`config.mk`:
```
export PLATFORM = sky130hd
export DESIGN_NAME = sc_shift_sequencer
export DESIGN_NICKNAME = d
export VERILOG_FILES = /design/src/rtl/sc_shiftseq_pkg.sv /design/src/rtl/sc_shiftseq_counter.sv /design/src/rtl/sc_shift_sequencer.sv
export SDC_FILE = /design/constraint.sdc
export NUM_CORES = 1
export LEC_CHECK = 0
export CORE_UTILIZATION = 45
export CTS_BUF_LIST = sky130_fd_sc_hd__clkbuf_16
export CTS_CLUSTER_SIZE = 30
export DETAILED_ROUTE_END_ITERATION = 6
export PLACE_DENSITY = 0.92
export SLEW_MARGIN = 20
export SYNTH_ARGS = -nofsm -noshare
export SYNTH_HDL_FRONTEND = slang
export SYNTH_HIERARCHICAL = 1
export SYNTH_SLANG_ARGS = --single-unit
```
`constraint.sdc`:
```
create_clock -name SC_SHIFTSEQ_CLOCK_50 -period 5.2 [get_ports SC_SHIFTSEQ_CLOCK_50]
set_input_delay 1.3 -clock SC_SHIFTSEQ_CLOCK_50 [delete_from_list [all_inputs] [get_ports SC_SHIFTSEQ_CLOCK_50]]
set_output_delay 1.3 -clock SC_SHIFTSEQ_CLOCK_50 [all_outputs]
set_load 0.05 [all_outputs]
```
`src/rtl/sc_shiftseq_pkg.sv`:
```
// Shared state encoding and datapath control codes for the shift sequencer.
// Wide all-ones/all-zeros codes truncate cleanly to any configured select width.
package sc_shiftseq_pkg;

  typedef enum logic [2:0] {
    S_IDLE   = 3'd0,
    S_SELECT = 3'd1,
    S_LOAD   = 3'd2,
    S_SHIFT  = 3'd3,
    S_WRITE  = 3'd4,
    S_DONE   = 3'd5
  } state_t;

  localparam logic [31:0] DEC_NONE  = '1;
  localparam logic [31:0] MUX_NONE  = '1;
  localparam logic [31:0] ALU_NOP   = '1;
  localparam logic [31:0] ALU_PASSA = '0;

  localparam logic [1:0] SH_LEFT  = 2'b01;
  localparam logic [1:0] SH_RIGHT = 2'b10;
  localparam logic [1:0] SH_HOLD  = 2'b11;

endpackage

```
`src/rtl/sc_shiftseq_counter.sv`:
```
// Loadable down-counter for the shift phase; saturates at zero.
// tc flags the last shift cycle (remaining is 1, or 0 as a safety net).
module sc_shiftseq_counter #(
  parameter int W = 4
) (
  input  logic         clk,
  input  logic         rst,
  input  logic         load,
  input  logic [W-1:0] load_val,
  input  logic         dec,
  output logic [W-1:0] count,
  output logic         tc
);

  always_ff @(posedge clk) begin
    if (rst)                        count <= '0;
    else if (load)                  count <= load_val;
    else if (dec && (count != '0))  count <= count - W'(1);
  end

  assign tc = (count <= W'(1));

endmodule

```
`src/rtl/sc_shift_sequencer.sv`:
```
// Run-time programmable select/load/shift/write sequencer for the RegSHIFTER datapath.
// Optional: define SC_SHIFTSEQ_ZEROSTOP_EN to end the shift phase early on a zero result.
module sc_shift_sequencer
  import sc_shiftseq_pkg::*;
#(
  parameter int DATAWIDTH_DECODER_SELECTION    = 3,
  parameter int DATAWIDTH_MUX_SELECTION        = 3,
  parameter int DATAWIDTH_ALU_SELECTION        = 4,
  parameter int DATAWIDTH_REGSHIFTER_SELECTION = 2,
  parameter int DATAWIDTH_SHIFTCOUNT           = 4
) (
  input  logic                                      SC_SHIFTSEQ_CLOCK_50,
  input  logic                                      SC_SHIFTSEQ_Reset_InHigh,
  input  logic                                      SC_SHIFTSEQ_Start_InHigh,
  input  logic [DATAWIDTH_MUX_SELECTION-1:0]        SC_SHIFTSEQ_Source_In,
  input  logic [DATAWIDTH_DECODER_SELECTION-1:0]    SC_SHIFTSEQ_Dest_In,
  input  logic                                      SC_SHIFTSEQ_Direction_In,
  input  logic [DATAWIDTH_SHIFTCOUNT-1:0]           SC_SHIFTSEQ_Count_In,
  input  logic                                      SC_SHIFTSEQ_Zero_InLow,
  output logic [DATAWIDTH_DECODER_SELECTION-1:0]    SC_SHIFTSEQ_DecoderSelectionWrite_Out,
  output logic [DATAWIDTH_MUX_SELECTION-1:0]        SC_SHIFTSEQ_MUXSelectionBUSA_Out,
  output logic [DATAWIDTH_MUX_SELECTION-1:0]        SC_SHIFTSEQ_MUXSelectionBUSB_Out,
  output logic [DATAWIDTH_ALU_SELECTION-1:0]        SC_SHIFTSEQ_ALUSelection_Out,
  output logic                                      SC_SHIFTSEQ_RegSHIFTERLoad_OutLow,
  output logic [DATAWIDTH_REGSHIFTER_SELECTION-1:0] SC_SHIFTSEQ_RegSHIFTERShiftSelection_OutLow,
  output logic                                      SC_SHIFTSEQ_Busy_OutHigh,
  output logic                                      SC_SHIFTSEQ_Done_OutHigh
);

  localparam int DW = DATAWIDTH_DECODER_SELECTION;
  localparam int MW = DATAWIDTH_MUX_SELECTION;
  localparam int AW = DATAWIDTH_ALU_SELECTION;
  localparam int RW = DATAWIDTH_REGSHIFTER_SELECTION;
  localparam int CW = DATAWIDTH_SHIFTCOUNT;

  state_t        state, state_next;
  logic [MW-1:0] src;
  logic [DW-1:0] dst;
  logic          dir;
  logic [CW-1:0] cnt;
  logic          cnt_tc;
  logic          accept;
  logic          zero_stop;

  assign accept = (state == S_IDLE) && SC_SHIFTSEQ_Start_InHigh;

`ifdef SC_SHIFTSEQ_ZEROSTOP_EN
  assign zero_stop = (state == S_SHIFT) && !SC_SHIFTSEQ_Zero_InLow;
`else
  logic unused_zero;
  assign unused_zero = SC_SHIFTSEQ_Zero_InLow;
  assign zero_stop   = 1'b0;
`endif

  sc_shiftseq_counter #(.W(CW)) u_counter (
    .clk      (SC_SHIFTSEQ_CLOCK_50),
    .rst      (SC_SHIFTSEQ_Reset_InHigh),
    .load     (accept),
    .load_val (SC_SHIFTSEQ_Count_In),
    .dec      (state == S_SHIFT),
    .count    (cnt),
    .tc       (cnt_tc)
  );

  // Operands are captured only on accept so a mid-sequence Start cannot disturb them.
  always_ff @(posedge SC_SHIFTSEQ_CLOCK_50) begin
    if (SC_SHIFTSEQ_Reset_InHigh) begin
      state <= S_IDLE;
      src   <= '0;
      dst   <= '1;
      dir   <= 1'b0;
    end else begin
      state <= state_next;
      if (accept) begin
        src <= SC_SHIFTSEQ_Source_In;
        dst <= SC_SHIFTSEQ_Dest_In;
        dir <= SC_SHIFTSEQ_Direction_In;
      end
    end
  end

  always_comb begin
    state_next = S_IDLE;
    case (state)
      S_IDLE:   state_next = accept ? S_SELECT : S_IDLE;
      S_SELECT: state_next = S_LOAD;
      S_LOAD:   state_next = (cnt != '0) ? S_SHIFT : S_WRITE;
      S_SHIFT:  state_next = (zero_stop || cnt_tc) ? S_WRITE : S_SHIFT;
      S_WRITE:  state_next = S_DONE;
      S_DONE:   state_next = S_IDLE;
      default:  state_next = S_IDLE;
    endcase
  end

  always_comb begin
    SC_SHIFTSEQ_DecoderSelectionWrite_Out       = DW'(DEC_NONE);
    SC_SHIFTSEQ_MUXSelectionBUSA_Out            = MW'(MUX_NONE);
    SC_SHIFTSEQ_MUXSelectionBUSB_Out            = MW'(MUX_NONE);
    SC_SHIFTSEQ_ALUSelection_Out                = AW'(ALU_NOP);
    SC_SHIFTSEQ_RegSHIFTERLoad_OutLow           = 1'b1;
    SC_SHIFTSEQ_RegSHIFTERShiftSelection_OutLow = RW'(SH_HOLD);
    SC_SHIFTSEQ_Busy_OutHigh                    = 1'b0;
    SC_SHIFTSEQ_Done_OutHigh                    = 1'b0;
    case (state)
      S_SELECT: begin
        SC_SHIFTSEQ_MUXSelectionBUSA_Out = src;
        SC_SHIFTSEQ_ALUSelection_Out     = AW'(ALU_PASSA);
        SC_SHIFTSEQ_Busy_OutHigh         = 1'b1;
      end
      S_LOAD: begin
        SC_SHIFTSEQ_MUXSelectionBUSA_Out  = src;
        SC_SHIFTSEQ_ALUSelection_Out      = AW'(ALU_PASSA);
        SC_SHIFTSEQ_RegSHIFTERLoad_OutLow = 1'b0;
        SC_SHIFTSEQ_Busy_OutHigh          = 1'b1;
      end
      S_SHIFT: begin
        // An early stop holds the shifter so the zero result is what gets written.
        if (!zero_stop)
          SC_SHIFTSEQ_RegSHIFTERShiftSelection_OutLow = dir ? RW'(SH_RIGHT) : RW'(SH_LEFT);
        SC_SHIFTSEQ_Busy_OutHigh = 1'b1;
      end
      S_WRITE: begin
        SC_SHIFTSEQ_DecoderSelectionWrite_Out = dst;
        SC_SHIFTSEQ_Busy_OutHigh              = 1'b1;
      end
      S_DONE: begin
        SC_SHIFTSEQ_Busy_OutHigh = 1'b1;
        SC_SHIFTSEQ_Done_OutHigh = 1'b1;
      end
      default: ;
    endcase
  end

endmodule
```
==> After elaboration in Yosys (flattened, before gate mapping) <==
Cells that the tools add are included.
{ "word_totals": {"register_bits": 14, "output_inout_bits": 18, "wordCells": 33, "input_bits": 15} }
{ "op_classes": {"n_lt_le_gt_ge": 1, "n_addsub": 1, "reduce_logical": 7, "eq_ne": 5, "mux": 14} }
{ "ops": {"columns": ["cell", "count"], "rows": [
  ["$pmux W3 S5", 1],
  ["$mux W3", 4],
  ["$mux W4", 3],
  ["$eq A3 B2 Y1 const B", 2],
  ["$eq A3 B3 Y1 const B", 2],
  ["$reduce_or A5 Y1", 1],
  ["$le A4 B1 Y1 const B", 1],
  ["$mux W1", 4],
  ["$mux W2", 2],
  ["$reduce_bool A4 Y1", 1],
  ["$sub A4 B1 Y4 const B", 1],
  ["$eq A3 B1 Y1 const B", 1],
  ["$logic_not A3 Y1", 1],
  ["$logic_and A1 B1 Y1", 2],
  ["$reduce_bool A2 Y1", 1],
  ["$reduce_or A2 Y1", 1]
]} }

==> Longest topological paths before layout <==
{ "logic_depth": {"ltp_word": 4, "depth_mapped": 6, "mapped_depth_nobuf": 6} }

==> Hierarchy <==
The synthesis kept the hierarchy.
{ "by_module_without_submodules": {"columns": ["module", "instances", "area_per_inst_um2", "cells_each"], "rows": [
  ["sc_shift_sequencer", 1, 559.3, 68],
  ["sc_shiftseq_counter", 1, 281.5, 33]
]} }

==> Worst setup path after synthesis <==
No wires, ideal clock.
{ "synth_path": {"path_kind": "register -> output", "startpoint": "register state[2]", "endpoint": "output port SC_SHIFTSEQ_Busy_OutHigh", "required_time_ns": 3.900, "setup_slack_ns": 2.404, "path_buffers": 1, "path_stages_with_launch": 4, "arrival_ns": 1.496, "path_cell_list": "dfxtp_1 > clkbuf_1 > nor3_1 > a21oi_1"} }
{ "synth_via": {"elab_chain_cells": 3, "word_cells_on_any_way": 7, "classes_between": "eq/ne: 5; mux: 1; reduce/logical: 1"} }
{ "synth_lines": {"columns": ["item", "line", "rtl"], "rows": [
  ["from (decl)", "sc_shift_sequencer.sv:36", "state_t state, state_next;"],
  ["from (signal assigned)", "sc_shift_sequencer.sv:73", "state <= state_next;"],
  ["$eq A3 B3 Y1 (tied with other cells)", "sc_shift_sequencer.sv:104", "case (state)"],
  ["$reduce_or A5 Y1 (no line) (*)", null, null],
  ["$mux W1 (*)", "sc_shift_sequencer.sv:104", null],
  ["to (decl)", "sc_shift_sequencer.sv:26", "output logic SC_SHIFTSEQ_Busy_OutHigh,"]
]} }
Mark *: on every way between the ends. The rest lies on a longest branch, timed or not.

==> Worst setup path after layout <==
{ "layout_path": {"startpoint": "register state[1]", "endpoint": "output port SC_SHIFTSEQ_RegSHIFTERShiftSelection_OutLow[0]"} }
{ "layout_via": {"elab_chain_cells": 2} }
{ "layout_lines": {"columns": ["item", "line", "rtl"], "rows": [
  ["$eq A3 B2 Y1", "sc_shift_sequencer.sv:104", null],
  ["$mux W2", "sc_shift_sequencer.sv:104", null],
  ["to (decl)", "sc_shift_sequencer.sv:25", "output logic [DATAWIDTH_REGSHIFTER_SELECTION-1:0] SC_SHIFTSEQ_RegSHIFTERShiftSelection_OutLow,"]
]} }
No other way between the ends.

==> results.toml <==
[die]
fp.dieArea_um2 = 2050
die_h_um = 45.2
start_util = 0.482
die_w_um = 45.2
row_count = 15
top_level_ports = 33
core_um2 = 1750

[yosys]
synth_ff_type = "dfxtp_1"
yosysSeqAreaShare = 0.333
ys_seq_elements = 14
synth-edff-count = 0
synth_cell_types = 36
synthCells = 101
synth_area_per_cell_um2 = 8.32
ys_async_sr_fraction = 0
synth_area_um2 = 841
yosys_warnings = 6

[critical_path]
endpoint_kind = "primary output"
slowest_delay_ps = 710
path_cells = "nand2_1 -> nor2_1 -> nand2_1 -> clkdlybuf4s50_1"
cp_num_buf_inv = 1
worst_path_most_repeated_cell = "nand2_1"
startpoint_type = "register"
required_ps = 3900
path_class = "reg -> out"
cp_top_family = "buffers and inverters"
cp_max_fo = 13
worstPathArrival_ps = 2150
r2r_slack_ps = 3190
crit_slowest_cell = "clkdlybuf4s50_1"

[flow_run]
maxCapViolCount = 0

[global_route]
grtUsageTotal = 0.196
antenna_found_initial = 0
grt_max_degree = 18
grt_pass1_vias = 681
grt_first_pass_wirelength_um = 2860
overflow = 0

[sta]
period_needed_ps = 3450
relSlewSlack = 0.551
slew_violations = 0
fmax_mhz = 290
grt_setup_unrepaired = "false"
finalSetupTns_ps = 0
finalCritPeriodShare = 0.663
max_slew.worst_pin.slew_ps = 672
setup_viol = 0
hold_ws_ps = 488
fin_skew_ps = 4.27
hold_viol = 0

[clocking]
cts_resized = 0
cts_sinks = 14
clock_latency_ps = 240
cts_tree = "built"
post_cts_buffers = 0
cts_buffers = 3
cts_root_buffer = "clkbuf_16"
clk_pin_slew_ps = 50
cts_max_path_buffers = 2
htreeDepth = 1
holdBufCountCts = 0

[finish]
final_cell_mix = "clkdlybuf4s50_1 (28), dfxtp_1 (14), nor2_1 (13)"
final_common_cell = "clkdlybuf4s50_1"
drive_above_1_share = 0.104
nets = 144
syn2layout_area_growth_pct = 41.2
fillers = 135
antenna_cells = 0

[power_and_ir_drop]
p_leak_nw = 0.454
p_per_area_nw_per_um2 = 427
irDropWorstVdd_mv = 0.326

[detailed_routing]
viasPerCell = 5.25
routedWlPerCell_um = 11.7
wl_um = 1760
drtIter0Drc = 14
route.detailed.drc = 0
vias = 788
drtAntennaViolNets = 0
drtPass1Iterations = 4

[hold_path]
hp-class = "reg -> reg"

[outcome]
status = "complete, no violations"

[place]
place_hpwl_um = 1240
gpl.final_weighted_congestion = 0.730
numPortBuffers = 28
## registers in the layout, indices dropped and copies added (netlist names)
name and count:
dir 1, dst 3, state 3, src 3, u_counter/count 4
## kinds of logic after synthesis
family                     count (synthesis)  synth area share
AOI/OAI and AO/OA                         16             0.152
xor gates and xnor gates                   1            0.0104
adders and majority gates                  3            0.0446
buffers and inverters                     17             0.104
DFF                                       14             0.333
muxes                                      5            0.0595
other                                      1           0.00446
and+or+nand+nor                           44             0.292
## area by class of cell
type                       count  area [um^2]  share of cell area
clock inverter                 1         3.75             0.00316
inverter                       6         22.5              0.0190
tap                           25         31.3              0.0263
timing repair buffer          29          288               0.242
clock buffer                   3         75.1              0.0632
multi-input combinational     72          487               0.410
sequential                    14          280               0.236
## report_power, final
| part | internal, W | switching [W] | leakage [nW] |
|---|---|---|---|
| clock network | 0.000102 | 0.0000429 | 0.0385 |
| logic | 0.0000847 | 0.000136 | 0.300 |
| registers | 0.000123 | 0.0000194 | 0.115 |
| total | 0.000309 | 0.000198 | 0.454 |
## per-stage QoR
stage                     total power, W  utilization  area [um^2]  setup slack, ps  std cells
after floorplan                 0.000308            -          848             2400        103
after global placement          0.000356        0.635         1110             1990        146
after detailed placement        0.000363        0.635         1110             1980        146
after CTS                       0.000509        0.680         1190             1760        150
after global routing            0.000532        0.680         1190             1610        150
final                           0.000507        0.680         1190             1750        150
## layer usage
layer,vias up,GRT usage,wire length (um)
met5,-,0,0
met2,31,0.342,877
li1,398,-,-
met4,0,0.103,31
met3,4,0.0440,98
met1,355,0.220,748
## synthesized netlist by cell type, types with 2 or more instances
cell / n / area share
buf_1: 2 / 0.0089
or3_1: 5 / 0.037
nor3_1: 3 / 0.018
buf_4: 6 / 0.054
ha_1: 3 / 0.045
a21oi_1: 3 / 0.018
dfxtp_1: 14 / 0.33
nor4b_1: 2 / 0.021
or2_2: 3 / 0.022
a211o_1: 3 / 0.031
mux2i_1: 5 / 0.060
inv_1: 6 / 0.027
nand2_1: 6 / 0.027
a31oi_1: 2 / 0.015
nor2_1: 13 / 0.058
clkbuf_1: 2 / 0.0089
nand3_1: 2 / 0.012
nor2b_1: 3 / 0.022
## worst reg2reg max path: stages (launching register included)
cell and delay [ps]:
dfxtp_1 450, nor4b_2 700, buf_4 310, nor3_1 80
a311o_1 360
## path summary, 6_finish.rpt
| check | start | endpoint | cells past startpoint |
|---|---|---|---|
| worst max-delay path | state[1] | SC_SHIFTSEQ_RegSHIFTERShiftSelection_OutLow[0] | 4 |
| worst min-delay path | src[1] | src[1] | 2 |
| worst max register to register | state[2] | u_counter/count[1] | 4 |
| worst min register to register | src[1] | src[1] | 2 |
No activity file was read; power rests on OpenSTA's default activity.
